## src/rtl/regfile_dump_reader.sv

```systemverilog
// regfile_dump_reader: drains every register-file entry through one read port
// and streams (addr, data) pairs on a valid/ready interface, with write-bypass.
`default_nettype none

module regfile_dump_reader #(
  parameter int NREG = 4,
  parameter int AW   = 2,
  parameter int DW   = 8
) (
  input  logic          clk,
  input  logic          rst_n,
  input  logic          start,
  output logic [AW-1:0] rd_addr,
  input  logic [DW-1:0] rd_data,
  input  logic          snoop_we,
  input  logic [AW-1:0] snoop_addr,
  input  logic [DW-1:0] snoop_data,
  output logic          out_valid,
  input  logic          out_ready,
  output logic [DW-1:0] out_data,
  output logic [AW-1:0] out_addr,
  output logic          busy,
  output logic          done
);

  typedef enum logic [1:0] {
    IDLE  = 2'd0,
    FETCH = 2'd1,
    SEND  = 2'd2,
    DONE  = 2'd3
  } state_t;

  localparam logic [AW-1:0] LAST_IDX = AW'(NREG - 1);

  state_t        state_q, state_d;
  logic [AW-1:0] idx_q, idx_d;
  logic [AW-1:0] rd_addr_q, rd_addr_d;
  logic          out_valid_q, out_valid_d;
  logic [DW-1:0] out_data_q, out_data_d;
  logic [AW-1:0] out_addr_q, out_addr_d;
  logic          busy_q, busy_d;
  logic          done_q, done_d;

  // A write landing on the entry being fetched wins over the stale read data.
  logic bypass;
  assign bypass = snoop_we && (snoop_addr == rd_addr_q);

  always_comb begin
    state_d     = state_q;
    idx_d       = idx_q;
    rd_addr_d   = rd_addr_q;
    out_valid_d = out_valid_q;
    out_data_d  = out_data_q;
    out_addr_d  = out_addr_q;
    busy_d      = busy_q;
    done_d      = 1'b0;
    case (state_q)
      IDLE: begin
        if (start) begin
          state_d   = FETCH;
          idx_d     = '0;
          rd_addr_d = '0;
          busy_d    = 1'b1;
        end
      end
      FETCH: begin
        out_data_d  = bypass ? snoop_data : rd_data;
        out_addr_d  = rd_addr_q;
        out_valid_d = 1'b1;
        state_d     = SEND;
      end
      SEND: begin
        if (out_valid_q && out_ready) begin
          out_valid_d = 1'b0;
          if (idx_q == LAST_IDX) begin
            state_d = DONE;
            busy_d  = 1'b0;
            done_d  = 1'b1;
          end else begin
            idx_d     = idx_q + 1'b1;
            rd_addr_d = idx_q + 1'b1;
            state_d   = FETCH;
          end
        end
      end
      DONE: begin
        state_d = IDLE;
      end
      default: begin
        state_d = IDLE;
      end
    endcase
  end

  always_ff @(posedge clk or negedge rst_n) begin
    if (!rst_n) begin
      state_q     <= IDLE;
      idx_q       <= '0;
      rd_addr_q   <= '0;
      out_valid_q <= 1'b0;
      out_data_q  <= '0;
      out_addr_q  <= '0;
      busy_q      <= 1'b0;
      done_q      <= 1'b0;
    end else begin
      state_q     <= state_d;
      idx_q       <= idx_d;
      rd_addr_q   <= rd_addr_d;
      out_valid_q <= out_valid_d;
      out_data_q  <= out_data_d;
      out_addr_q  <= out_addr_d;
      busy_q      <= busy_d;
      done_q      <= done_d;
    end
  end

  assign rd_addr   = rd_addr_q;
  assign out_valid = out_valid_q;
  assign out_data  = out_data_q;
  assign out_addr  = out_addr_q;
  assign busy      = busy_q;
  assign done      = done_q;

endmodule

`default_nettype wire

```

## config.mk

```make
export PLATFORM = sky130hd
export DESIGN_NAME = regfile_dump_reader
export DESIGN_NICKNAME = d
export VERILOG_FILES = /design/src/rtl/regfile_dump_reader.sv
export SDC_FILE = /design/constraint.sdc
export NUM_CORES = 1
export LEC_CHECK = 0
export CAP_MARGIN = 20
export CORE_ASPECT_RATIO = 1.25
export CORE_MARGIN = 10
export CORE_UTILIZATION = 42
export CTS_CLUSTER_DIAMETER = 200
export DETAILED_ROUTE_END_ITERATION = 16
export PLACE_DENSITY = 0.79
export SKIP_LAST_GASP = 1
export SLEW_MARGIN = 40
export SYNTH_ARGS = -nofsm -noshare
export SYNTH_HDL_FRONTEND = slang
export SYNTH_SLANG_ARGS = --single-unit
```

## constraint.sdc

```tcl
create_clock -name clk -period 2.1 [get_ports clk]
set_input_delay 0.21 -clock clk [delete_from_list [all_inputs] [get_ports clk]]
set_output_delay 0.21 -clock clk [all_outputs]
set_load 0.05 [all_outputs]
```

After elaboration in Yosys (flattened, before gate mapping)
Cells that the tools add are included.
{"block": "classes", "n_div": 0, "mul": 0, "shifts": 0, "n_eq_ne": 9, "muxes": 18, "reduce_logical": 9, "n_addsub": 1, "order_cmp": 0, "n_bitwise": 0}
{"cell": "2-to-1 mux 2 bit", "n": 6}
{"cell": "2-to-1 mux 8 bit", "n": 1}
{"cell": "!= test 2 bit (second input constant)", "n": 4}
{"cell": "one-hot mux 2 bit (4 select lines)", "n": 1}
{"cell": "AND reduction 4 bit", "n": 2}
{"cell": "2-to-1 mux 1 bit", "n": 7}
{"cell": "== test 2 bit (second input constant)", "n": 3}
{"cell": "one-hot mux 1 bit (2 select lines)", "n": 2}
{"cell": "one-hot mux 2 bit (2 select lines)", "n": 1}
{"cell": "AND reduction 2 bit", "n": 2}
{"cell": "nonzero test 2 bit", "n": 2}
{"cell": "adder 2 x 1 -> 2 bit (second input constant)", "n": 1}
{"cell": "== test 2 x 1 -> 1 bit (second input constant)", "n": 1}
{"cell": "== test 2 bit", "n": 1}
{"cell": "logical AND 1 bit", "n": 2}
{"cell": "logical NOT 2 bit", "n": 1}
{"block": "word_totals", "ramBits": 0, "mem_count": 0, "romBits": 0, "latch_bits": 0, "out_inout_bits": 15, "register_bits": 17, "word_cells": 44}

Depth between registers and ports, before layout
Gate-level depths: netlist (run 1).
{"block": "logic_depth", "depth_word": 4, "ltp_mapped": 5}

Least setup slack after synthesis (run 1)
Ideal clock, no wire load.
{"block": "synth_timing", "path_kind": "register to register", "startpoint": "register rd_addr[0] (netlist name)", "endpoint": "register rd_addr_q[0] (netlist: rd_addr[0])", "stages_incl_launch_ff": 5, "required_time_ns": 1.979, "t_arrival_ns": 1.740, "n_path_buf": 0, "path_slack_ns": 0.239, "cell_sequence": "dfrtp_1 ha_1 and4b_1 mux2_1 a22o_2"}
{"item": "end signal: assignment", "line_no": "108", "source": "rd_addr_q <= rd_addr_d;"}
{"item": "end: declaration", "line_no": "37", "source": "logic [AW-1:0] rd_addr_q, rd_addr_d;"}

Worst setup path in the final report (run 1)
{"block": "layout_timing", "startpoint": "register rd_addr_q[0] (netlist: rd_addr[0])", "endpoint": "output port rd_addr[0]"}
{"item": "end: declaration", "line_no": "13", "source": "output logic [AW-1:0] rd_addr,"}
No word-level cell between the ends.

==> results of run 1 <==
==> power by group through the flow <==
stage | sequential, mW | clock, mW | combinational (mW)
global route | 0.647 | 0.192 | 1.37
floorplan | 1.01 | 0 | 0.512
finish | 0.617 | 0.172 | 1.28
global placement | 0.615 | 0 | 1.27
CTS | 0.617 | 0.180 | 1.29
detailed placement | 0.623 | 0 | 1.29
==> metrics by stage <==
step                      total power, mW  hold slack [ns]  cell area, sq um  setup slack (ns)
after floorplan                     1.524         -0.08559             925.9            0.2393
after global placement              1.884           0.4650              1306            0.4046
after detailed placement            1.912           0.4716              1306            0.3784
after CTS                           2.089           0.3729              1334            0.1879
after global routing                2.208           0.3865              1339            0.1239
final                               2.070           0.3563              1339            0.2013
==> state kept, by name, indices dropped and copies added (netlist names) <==
| name | cells |
|---|---|
| busy | 1 |
| done | 1 |
| out_addr | 2 |
| out_data | 8 |
| out_valid | 1 |
| rd_addr | 2 |
| state_q | 2 |
==> routing by layer <==
layer / up-vias / wire length, um / track usage
met1: 404 / 1018 / 0.1379
met2: 39 / 1161 / 0.1815
met4: 0 / 8 / 0.03731
met3: 2 / 325 / 0.04530
met5: - / 0 / 0
li1: 410 / - / -
==> area by class of cell <==
| cell class | instances | area (sq um) | share of cell area |
|---|---|---|---|
| inverters | 9 | 33.78 | 0.02523 |
| flip-flops and latches | 17 | 425.4 | 0.3178 |
| repair buffers | 39 | 382.9 | 0.2860 |
| clock inverters | 1 | 5.005 | 0.003738 |
| multi-input cells | 59 | 431.7 | 0.3224 |
| well taps | 30 | 37.54 | 0.02804 |
| clock buffers | 3 | 22.52 | 0.01682 |
==> synth_stat cells (all sizes together) <==
cell | instances | area [sq um]
o21ai | 3 | 15.01
nand3 | 1 | 5.000
inv | 9 | 33.78
a31oi | 8 | 50.05
nor2 | 3 | 11.26
and4b | 1 | 10.01
clkbuf | 1 | 3.750
dfrtp | 17 | 425.4
ha | 2 | 25.02
buf | 5 | 31.28
nand2b | 3 | 18.77
nor2b | 3 | 18.77
nand2 | 9 | 33.78
xnor2 | 2 | 32.53
mux2 | 2 | 22.52
a41o | 8 | 80.08
a22o | 2 | 18.77
o22a | 8 | 70.07
a21oi | 4 | 20.02
==> worst paths after layout <==
path	slack, ns	depth (start not counted)	to	start
hold reg to reg	0.49	2	out_addr[0]	out_addr[0]
setup / recovery	0.20	1	rd_addr[0]	rd_addr[0]
setup reg to reg	0.36	4	rd_addr[0]	rd_addr[0]
max in group asynchronous	1.46	2	out_addr[0]	rst_n
min in group clk	0.49	2	out_addr[0]	out_addr[0]
hold / removal	0.36	2	out_data[4]	rst_n
==> timing repair <==
item                      CTS  global route
hold buffers                0             1
hold endpoints to repair    0            17
gates resized for setup     0             0
==> kinds of logic after synthesis <==
family                     after synthesis  synth area share
DFF                                     17            0.4595
xor gates and xnor gates                 2           0.03513
and+or+nand+nor                         20            0.1054
AOI/OAI and AO/OA                       33            0.2743
buffers and inverters                   15           0.07432
adders and majority gates                2           0.02702
muxes                                    2           0.02432
==> run summary, run 1 <==
### Placed design
• RePlAce Congestion: 0.7801
• count of buffers from port buffering: 37
• DP Cell Count: 153
• Post-DP HPWL: 1931 um

### STA
• count of final setup violators: 0
• highest attainable clock frequency: 526.7 MHz
• final period demand of the worst path: 1.899 ns
• Layout Skew: 0.01407 ns
• max_slew headroom: 0.5389
• final hold violation count: 0
• setup repair after global routing missed its margin: false
• final clock period utilization by the worst path: 0.9042
• Max Slew Vio Count: 0
• slew at the pin with the worst max-slew slack: 0.6883 ns
• setup total negative slack: 0 ns

### Clock network
• root buffer selected by CTS: clkbuf_4
• clock buffer count from CTS: 3
• clock-pin transition on the worst setup and hold timing paths: 0.11 ns
• depth of the CTS H-tree: 1
• CTS tree: yes
• buffers from clock root to sink, at most: 2
• number of clock sinks: 17
• count of buffers added by post-CTS timing repair for setup: 0
• Worst-Skew Late Latency: 0.29 ns

### Floorplanning
• DIE WIDTH: 62.00 um
• full die area: 4494 sq um
• Die Span Y: 72.50 um
• Core Region: 2049 sq um
• Starting Density: 0.4518
• num rows: 18
• Ports: 38

### Critical path
• critical path capture point type: output pin
• crit path max fanout: 8
• Data required, critical path: 1.89 ns
• Slowest-stage cell, CP: clkdlybuf4s50_1
• buffering stage count on the worst path with inverters included: 1
• critical path class: flop to output pin
• startpoint types: flop
• data arrival time at the worst-slack endpoint: 1.69 ns
• crit path cell chain: clkdlybuf4s50_1
• Crit path max-delay family: buffers and inverters
• largest incremental delay on the critical path: 0.88 ns

### Detailed routing
• DR WL/cell: 15.91 um
• Avg Vias per Cell: 5.411
• number of DRC markers in iteration 0: 20
• remaining antenna violation count: 0
• total iterations of the first detailed-routing run: 4
• DRC violation count after routing: 0
• Via Count: 855
• wire length after detailed routing: 2513 um

### Pwr
• Clk network pwr share: 0.083
• net switching power figure: 1.029 mW
• sequential cell fraction of total power: 0.298
• relative contribution of combinational cells to total power: 0.618
• internal power component: 1.041 mW
• peak supply drop: 1.035 mV
• power density normalized to cell area: 1546 nW/um^2
• static leakage: 0.5966 nW
• fraction of power spent switching nets: 0.4972

### Final layout
• share of layout cells above drive strength 1: 0.07031
• Fillers: 172
• core occupancy in the finished layout: 0.6532
• commonest cells after routing, fill and taps aside: 36 x clkdlybuf4s50_1, 17 x dfrtp_1, 9 x nand2_1, 9 x inv_1
• n_diodes: 0
• most common cell after layout, fill and taps aside: clkdlybuf4s50_1
• number of standard cells in the final layout excluding fillers: 158
• area added between synthesis and finish: 44.59%
• Final Net Count: 154

### Hold path
• type of the tightest min-delay check: primary input to async pin

### Yosys
• synthesized area per cell: 10.17 sq um
• synthesized cell area: 925.9 sq um
• Synth Net Count: 116
• cell count after synthesis: 91
• Warnings, synthesis: 0
• post-synthesis register bit count: 17
• proportion of synthesized chip area in sequential cells: 0.4595
• count of unique library cells instantiated by Yosys: 21

### GRT
• remaining global-route overflow: 0
• global-route wire length before repair: 4050 um
• number of global-route vias before repair: 864
• GRT Resource Usage Total: 0.1152
• maximum number of pins on one net before global-route repair: 18
• antenna violations before repair: 0

### Run status
• outcome: finished clean

### Job
• total of max-cap violations: 0

No activity file was read; power rests on OpenSTA's default activity.
==> run 2: changes to the inputs <==
- SETUP_SLACK_MARGIN: unset -> 0.2
==> run summary, run 2 (synthesis gave the netlist of run 1 again) <==
### Run status
• outcome: finished clean, unchanged

### STA
• final hold violation count: 0, unchanged
• max_slew headroom: 0.5389, about the same
• setup repair after global routing missed its margin: false, unchanged
• setup total negative slack: 0 ns, unchanged
• count of final setup violators: 0, unchanged
• final clock period utilization by the worst path: 0.8292, was 0.9042
• worst hold slack: 0.3561 ns, was 0.3563 ns
• Max Slew Vio Count: 0, unchanged
• Layout Skew: 0.01403 ns, was 0.01407 ns
• slew at the pin with the worst max-slew slack: 0.6882 ns, was 0.6883 ns
• final period demand of the worst path: 1.741 ns, was 1.899 ns
• highest attainable clock frequency: 574.2 MHz, was 526.7 MHz

### Clock network
• clock-pin transition on the worst setup and hold timing paths: 0.11 ns, about the same
• buffers from clock root to sink, at most: 2, unchanged
• root buffer selected by CTS: clkbuf_4, unchanged
• Worst-Skew Late Latency: 0.29 ns, about the same
• clock buffer count from CTS: 3, unchanged
• number of clock sinks: 17, unchanged
• depth of the CTS H-tree: 1, unchanged
• CTS tree: yes, unchanged

### Critical path
• startpoint types: flop, unchanged
• largest incremental delay on the critical path: 0.82 ns, was 0.88 ns
• startpoint of the lowest-slack register-to-register path: rd_addr[0], unchanged
• buffering stage count on the worst path with inverters included: 1, unchanged
• critical path class: flop to output pin, unchanged
• setup slack, reg-to-reg: 0.36 ns, about the same
• number of cell instances on the worst register-to-register path: 4, unchanged
• critical path capture point type: output pin, unchanged
• Crit path max-delay family: buffers and inverters, unchanged
• reg-to-reg endpoint: rd_addr[0], unchanged
• crit path cell chain: clkdlybuf4s50_1, unchanged
• crit path from: out_valid, was rd_addr[0]
• instance count on the critical path: 1, unchanged
• crit path max fanout: 5, was 8
• Data required, critical path: 1.89 ns, about the same
• data arrival time at the worst-slack endpoint: 1.53 ns, was 1.69 ns
• Slowest-stage cell, CP: clkdlybuf4s50_1, unchanged
• end of the critical path: out_valid, was rd_addr[0]

### Detailed routing
• number of DRC markers in iteration 0: 20, unchanged
• total iterations of the first detailed-routing run: 4, unchanged
• wire length after detailed routing: 2513 um, unchanged
• remaining antenna violation count: 0, unchanged
• Avg Vias per Cell: 5.380, was 5.411
• DR WL/cell: 15.91 um, unchanged
• DRC violation count after routing: 0, unchanged
• Via Count: 850, was 855

### GRT
• maximum number of pins on one net before global-route repair: 18, unchanged
• GRT Resource Usage Total: 0.1152, unchanged
• number of global-route vias before repair: 864, unchanged
• global-route wire length before repair: 4050 um, unchanged
• remaining global-route overflow: 0, unchanged
• antenna violations before repair: 0, unchanged

### Floorplanning
• Ports: 38, unchanged
• full die area: 4494 sq um, unchanged
• Die Span Y: 72.50 um, unchanged
• DIE WIDTH: 62.00 um, unchanged
• Starting Density: 0.4518, unchanged
• num rows: 18, unchanged
• Core Region: 2049 sq um, unchanged

### Final layout
• most common cell after layout, fill and taps aside: clkdlybuf4s50_1, unchanged
• Final Net Count: 154, unchanged
• area added between synthesis and finish: 44.73%, was 44.59%
• commonest cells after routing, fill and taps aside: 34 x clkdlybuf4s50_1, 17 x dfrtp_1, 9 x nand2_1, 9 x inv_1, was 36 x clkdlybuf4s50_1, 17 x dfrtp_1, 9 x nand2_1, 9 x inv_1
• n_diodes: 0, unchanged
• Fillers: 172, unchanged
• Largest register FFs: 8, unchanged
• share of layout cells above drive strength 1: 0.07031, unchanged

### Job
• total of max-cap violations: 0, unchanged

### Pwr
• peak supply drop: 0.9997 mV, was 1.035 mV
• static leakage: 0.6186 nW, was 0.5966 nW
• power density normalized to cell area: 1538 nW/um^2, was 1546 nW/um^2

### Hold path
• type of the tightest min-delay check: primary input to async pin, unchanged

### Placed design
• Post-DP HPWL: 1931 um, unchanged
• RePlAce Congestion: 0.7801, unchanged
• count of buffers from port buffering: 37, unchanged

## run 2: final cells by class
type | count | area, sq um | area share
tap | 30 | 37.54 | 0.02801
multi-input combinational | 59 | 431.7 | 0.3221
clock buffer | 3 | 22.52 | 0.01681
sequential | 17 | 425.4 | 0.3175
inverter | 9 | 33.78 | 0.02521
timing repair buffer | 39 | 384.1 | 0.2866
clock inverter | 1 | 5.005 | 0.003735
## run 2: power by group
part           switching (mW)  internal [mW]
Sequential              0.148          0.469
Clock                   0.102         0.0707
Combinational           0.777          0.494
Total                    1.03           1.03
## run 2: what timing repair did
action	4_1_cts	5_1_grt
endpoints found under the hold margin	0	17
setup endpoints to repair	1	1
hold buffers	0	1
resized for setup	1	1
cloned	0	0
setup buffers	0	0
## run 2: through the flow
step                      std cells  setup slack (ns)  utilization  power [mW]  area [sq um]
final                           158            0.3586       0.6538       2.060          1340
after global routing            158            0.2957       0.6538       2.199          1340
after CTS                       157            0.2188       0.6502       2.082          1333
after detailed placement        153            0.3784       0.6374       1.912          1306
after global placement          153            0.4046       0.6374       1.884          1306
after floorplan                  91            0.2393            -       1.524         925.9
## run 2: how the worst min path moves through the flow
stage / cells after the start / to / startpoint / slack, ns
after global routing: 2 / out_data[4] / rst_n / 0.39
after detailed placement: 2 / out_addr[0] / out_addr[0] / 0.47
after CTS: 1 / out_data[4] / rst_n / 0.37
final: 2 / out_data[4] / rst_n / 0.36
after global placement: 2 / out_addr[0] / out_addr[0] / 0.46
after floorplan: 0 / busy / rst_n / -0.09
## run 2: metal layers
metal | up-vias | track usage | part of all wire
li1 | 409 | - | -
met1 | 404 | 0.1379 | 0.41
met2 | 35 | 0.1815 | 0.46
met3 | 2 | 0.04530 | 0.13
met4 | 0 | 0.03731 | 0.0032
met5 | - | 0 | 0
==> run 3: changes to the inputs <==
- clock period: 2.1 -> 1.75 ns (I/O delays scaled with it)
==> run summary, run 3 (synthesis gave the netlist of run 1 again) <==
### Floorplanning
• Starting Density: 0.4518, unchanged
• Die Span Y: 72.50 um, unchanged
• DIE WIDTH: 62.00 um, unchanged
• num rows: 18, unchanged
• full die area: 4494 sq um, unchanged
• Core Region: 2049 sq um, unchanged
• Ports: 38, unchanged

### Clock network
• buffers from clock root to sink, at most: 2, unchanged
• root buffer selected by CTS: clkbuf_4, unchanged
• clock-pin transition on the worst setup and hold timing paths: 0.11 ns, about the same
• Post-CTS Hold Fix Bufs: 0, unchanged
• number of clock sinks: 17, unchanged
• depth of the CTS H-tree: 1, unchanged
• clock buffer count from CTS: 3, unchanged
• CTS tree: yes, unchanged
• Worst-Skew Late Latency: 0.29 ns, about the same

### GRT
• number of global-route vias before repair: 864, unchanged
• GRT Resource Usage Total: 0.1152, about the same
• remaining global-route overflow: 0, unchanged
• antenna violations before repair: 0, unchanged
• maximum number of pins on one net before global-route repair: 18, unchanged
• global-route wire length before repair: 4036 um, was 4050 um

### Critical path
• crit path cell chain: ha_4, and4b_2, mux2_4, a22o_2, was clkdlybuf4s50_1
• Slowest-stage cell, CP: dfrtp_4, was clkdlybuf4s50_1
• Data required, critical path: 1.94 ns, was 1.89 ns
• setup slack, reg-to-reg: 0.10 ns, was 0.36 ns
• largest incremental delay on the critical path: 0.53 ns, was 0.82 ns
• number of cell instances on the worst register-to-register path: 4, unchanged
• crit path max fanout: 5, unchanged
• reg-to-reg endpoint: rd_addr[0], unchanged
• startpoint types: flop, unchanged
• startpoint of the lowest-slack register-to-register path: rd_addr[0], unchanged
• critical path class: flop to flop, was flop to output pin
• data arrival time at the worst-slack endpoint: 1.84 ns, was 1.53 ns
• critical path capture point type: flop, was output pin

### STA
• Max Slew Vio Count: 0, unchanged
• final clock period utilization by the worst path: 0.9403
• highest attainable clock frequency: 607.7 MHz
• final hold violation count: 0, unchanged
• Layout Skew: 0.01088 ns, was 0.01403 ns
• slew at the pin with the worst max-slew slack: 0.5194 ns, was 0.6882 ns
• setup repair after global routing missed its margin: true, was false
• final period demand of the worst path: 1.646 ns
• max_slew headroom: 0.6527, was 0.5389
• count of final setup violators: 0, unchanged
• setup total negative slack: 0 ns, unchanged

### Detailed routing
• DRC violation count after routing: 0, unchanged
• Via Count: 879, was 850
• Avg Vias per Cell: 5.263, was 5.380
• remaining antenna violation count: 0, unchanged
• wire length after detailed routing: 2719 um, was 2513 um
• DR WL/cell: 16.28 um, was 15.91 um
• number of DRC markers in iteration 0: 27, was 20
• total iterations of the first detailed-routing run: 4, unchanged

### Hold path
• type of the tightest min-delay check: primary input to async pin, unchanged

### Final layout
• area added between synthesis and finish: 56.35%, was 44.73%
• n_diodes: 0, unchanged
• Final Net Count: 163, was 154
• core occupancy in the finished layout: 0.7063, was 0.6538
• most common cell after layout, fill and taps aside: clkdlybuf4s50_1, unchanged
• commonest cells after routing, fill and taps aside: 22 x clkdlybuf4s50_1, 15 x dfrtp_1, 13 x buf_4, was 34 x clkdlybuf4s50_1, 17 x dfrtp_1, 9 x nand2_1, 9 x inv_1
• share of layout cells above drive strength 1: 0.1971, was 0.07031
• Largest register FFs: 8, unchanged

### Pwr
• peak supply drop: 1.122 mV, was 0.9997 mV
• final total power: 2.701 mW, was 2.060 mW
• power density normalized to cell area: 1866 nW/um^2, was 1538 nW/um^2
• static leakage: 0.6646 nW, was 0.6186 nW

### Job
• total of max-cap violations: 0, unchanged

### Placed design
• count of buffers from port buffering: 37, unchanged
• Post-DP HPWL: 1924 um, was 1931 um
• RePlAce Congestion: 0.7534, was 0.7801

### Run status
• outcome: finished clean, unchanged

run 3: how the worst max path moves through the flow:
stage	from	to	slack, ns	cells past startpoint
finish	rd_addr[0]	rd_addr[0]	0.10	4
global route	rd_addr[0]	rd_addr[0]	0.08	4
CTS	rd_addr[0]	rd_addr[1]	0.08	4
detailed placement	snoop_addr[0]	out_data[5]	0.07	4
global placement	snoop_addr[1]	out_data[5]	0.11	4
floorplan	rd_addr[0]	rd_addr[0]	0.08	4
run 3: area by class of cell:
class / instances / area, sq um
fillers: 168 / 601.8
flip-flops and latches: 17 / 430.4
well taps: 30 / 37.54
inverters: 9 / 33.78
multi-input cells: 59 / 475.5
repair buffers: 48 / 442.9
clock inverters: 1 / 5.005
clock buffers: 3 / 22.52
run 3: metal layers:
layer	vias up	part of all wire	global-route usage
li1	426	-	-
met1	419	0.40	0.1276
met2	30	0.49	0.1941
met3	4	0.10	0.04355
met4	0	0.0085	0.03731
met5	-	0	0
run 3: report_power, final:
| group | internal (mW) | switching, mW | leakage, nW |
|---|---|---|---|
| Clock | 0.0849 | 0.126 | 0.0177 |
| Sequential | 0.573 | 0.164 | 0.199 |
| Combinational | 0.728 | 1.03 | 0.448 |
| Total | 1.39 | 1.32 | 0.665 |
run 3: what timing repair did:
item                                    4_1_cts  5_1_grt
gates resized for setup                      13        3
pin swaps                                     1        3
setup buffers                                 2        7
endpoints found under the setup margin       22       10
run 3: metrics by stage:
step                      area [sq um]  setup WS [ns]  std cells  hold slack [ns]
after floorplan                  947.2        0.07713         91          -0.1206
after global placement            1328         0.1074        154           0.4646
after CTS                         1356        0.08069        160           0.1993
final                             1448         0.1044        167           0.1986
after global routing              1448        0.08099        167           0.2077
after detailed placement          1328        0.07057        154           0.4689
run 3: worst max-delay path, delay by kind of cell (launching register included):
family,cells,cell delay [ns]
AO/OA/AOI/OAI,1,0.20
AND/OR/NAND/NOR,1,0.33
adder cells (fa/ha/maj),1,0.18
multiplexers,1,0.31
flip-flops,1,0.53
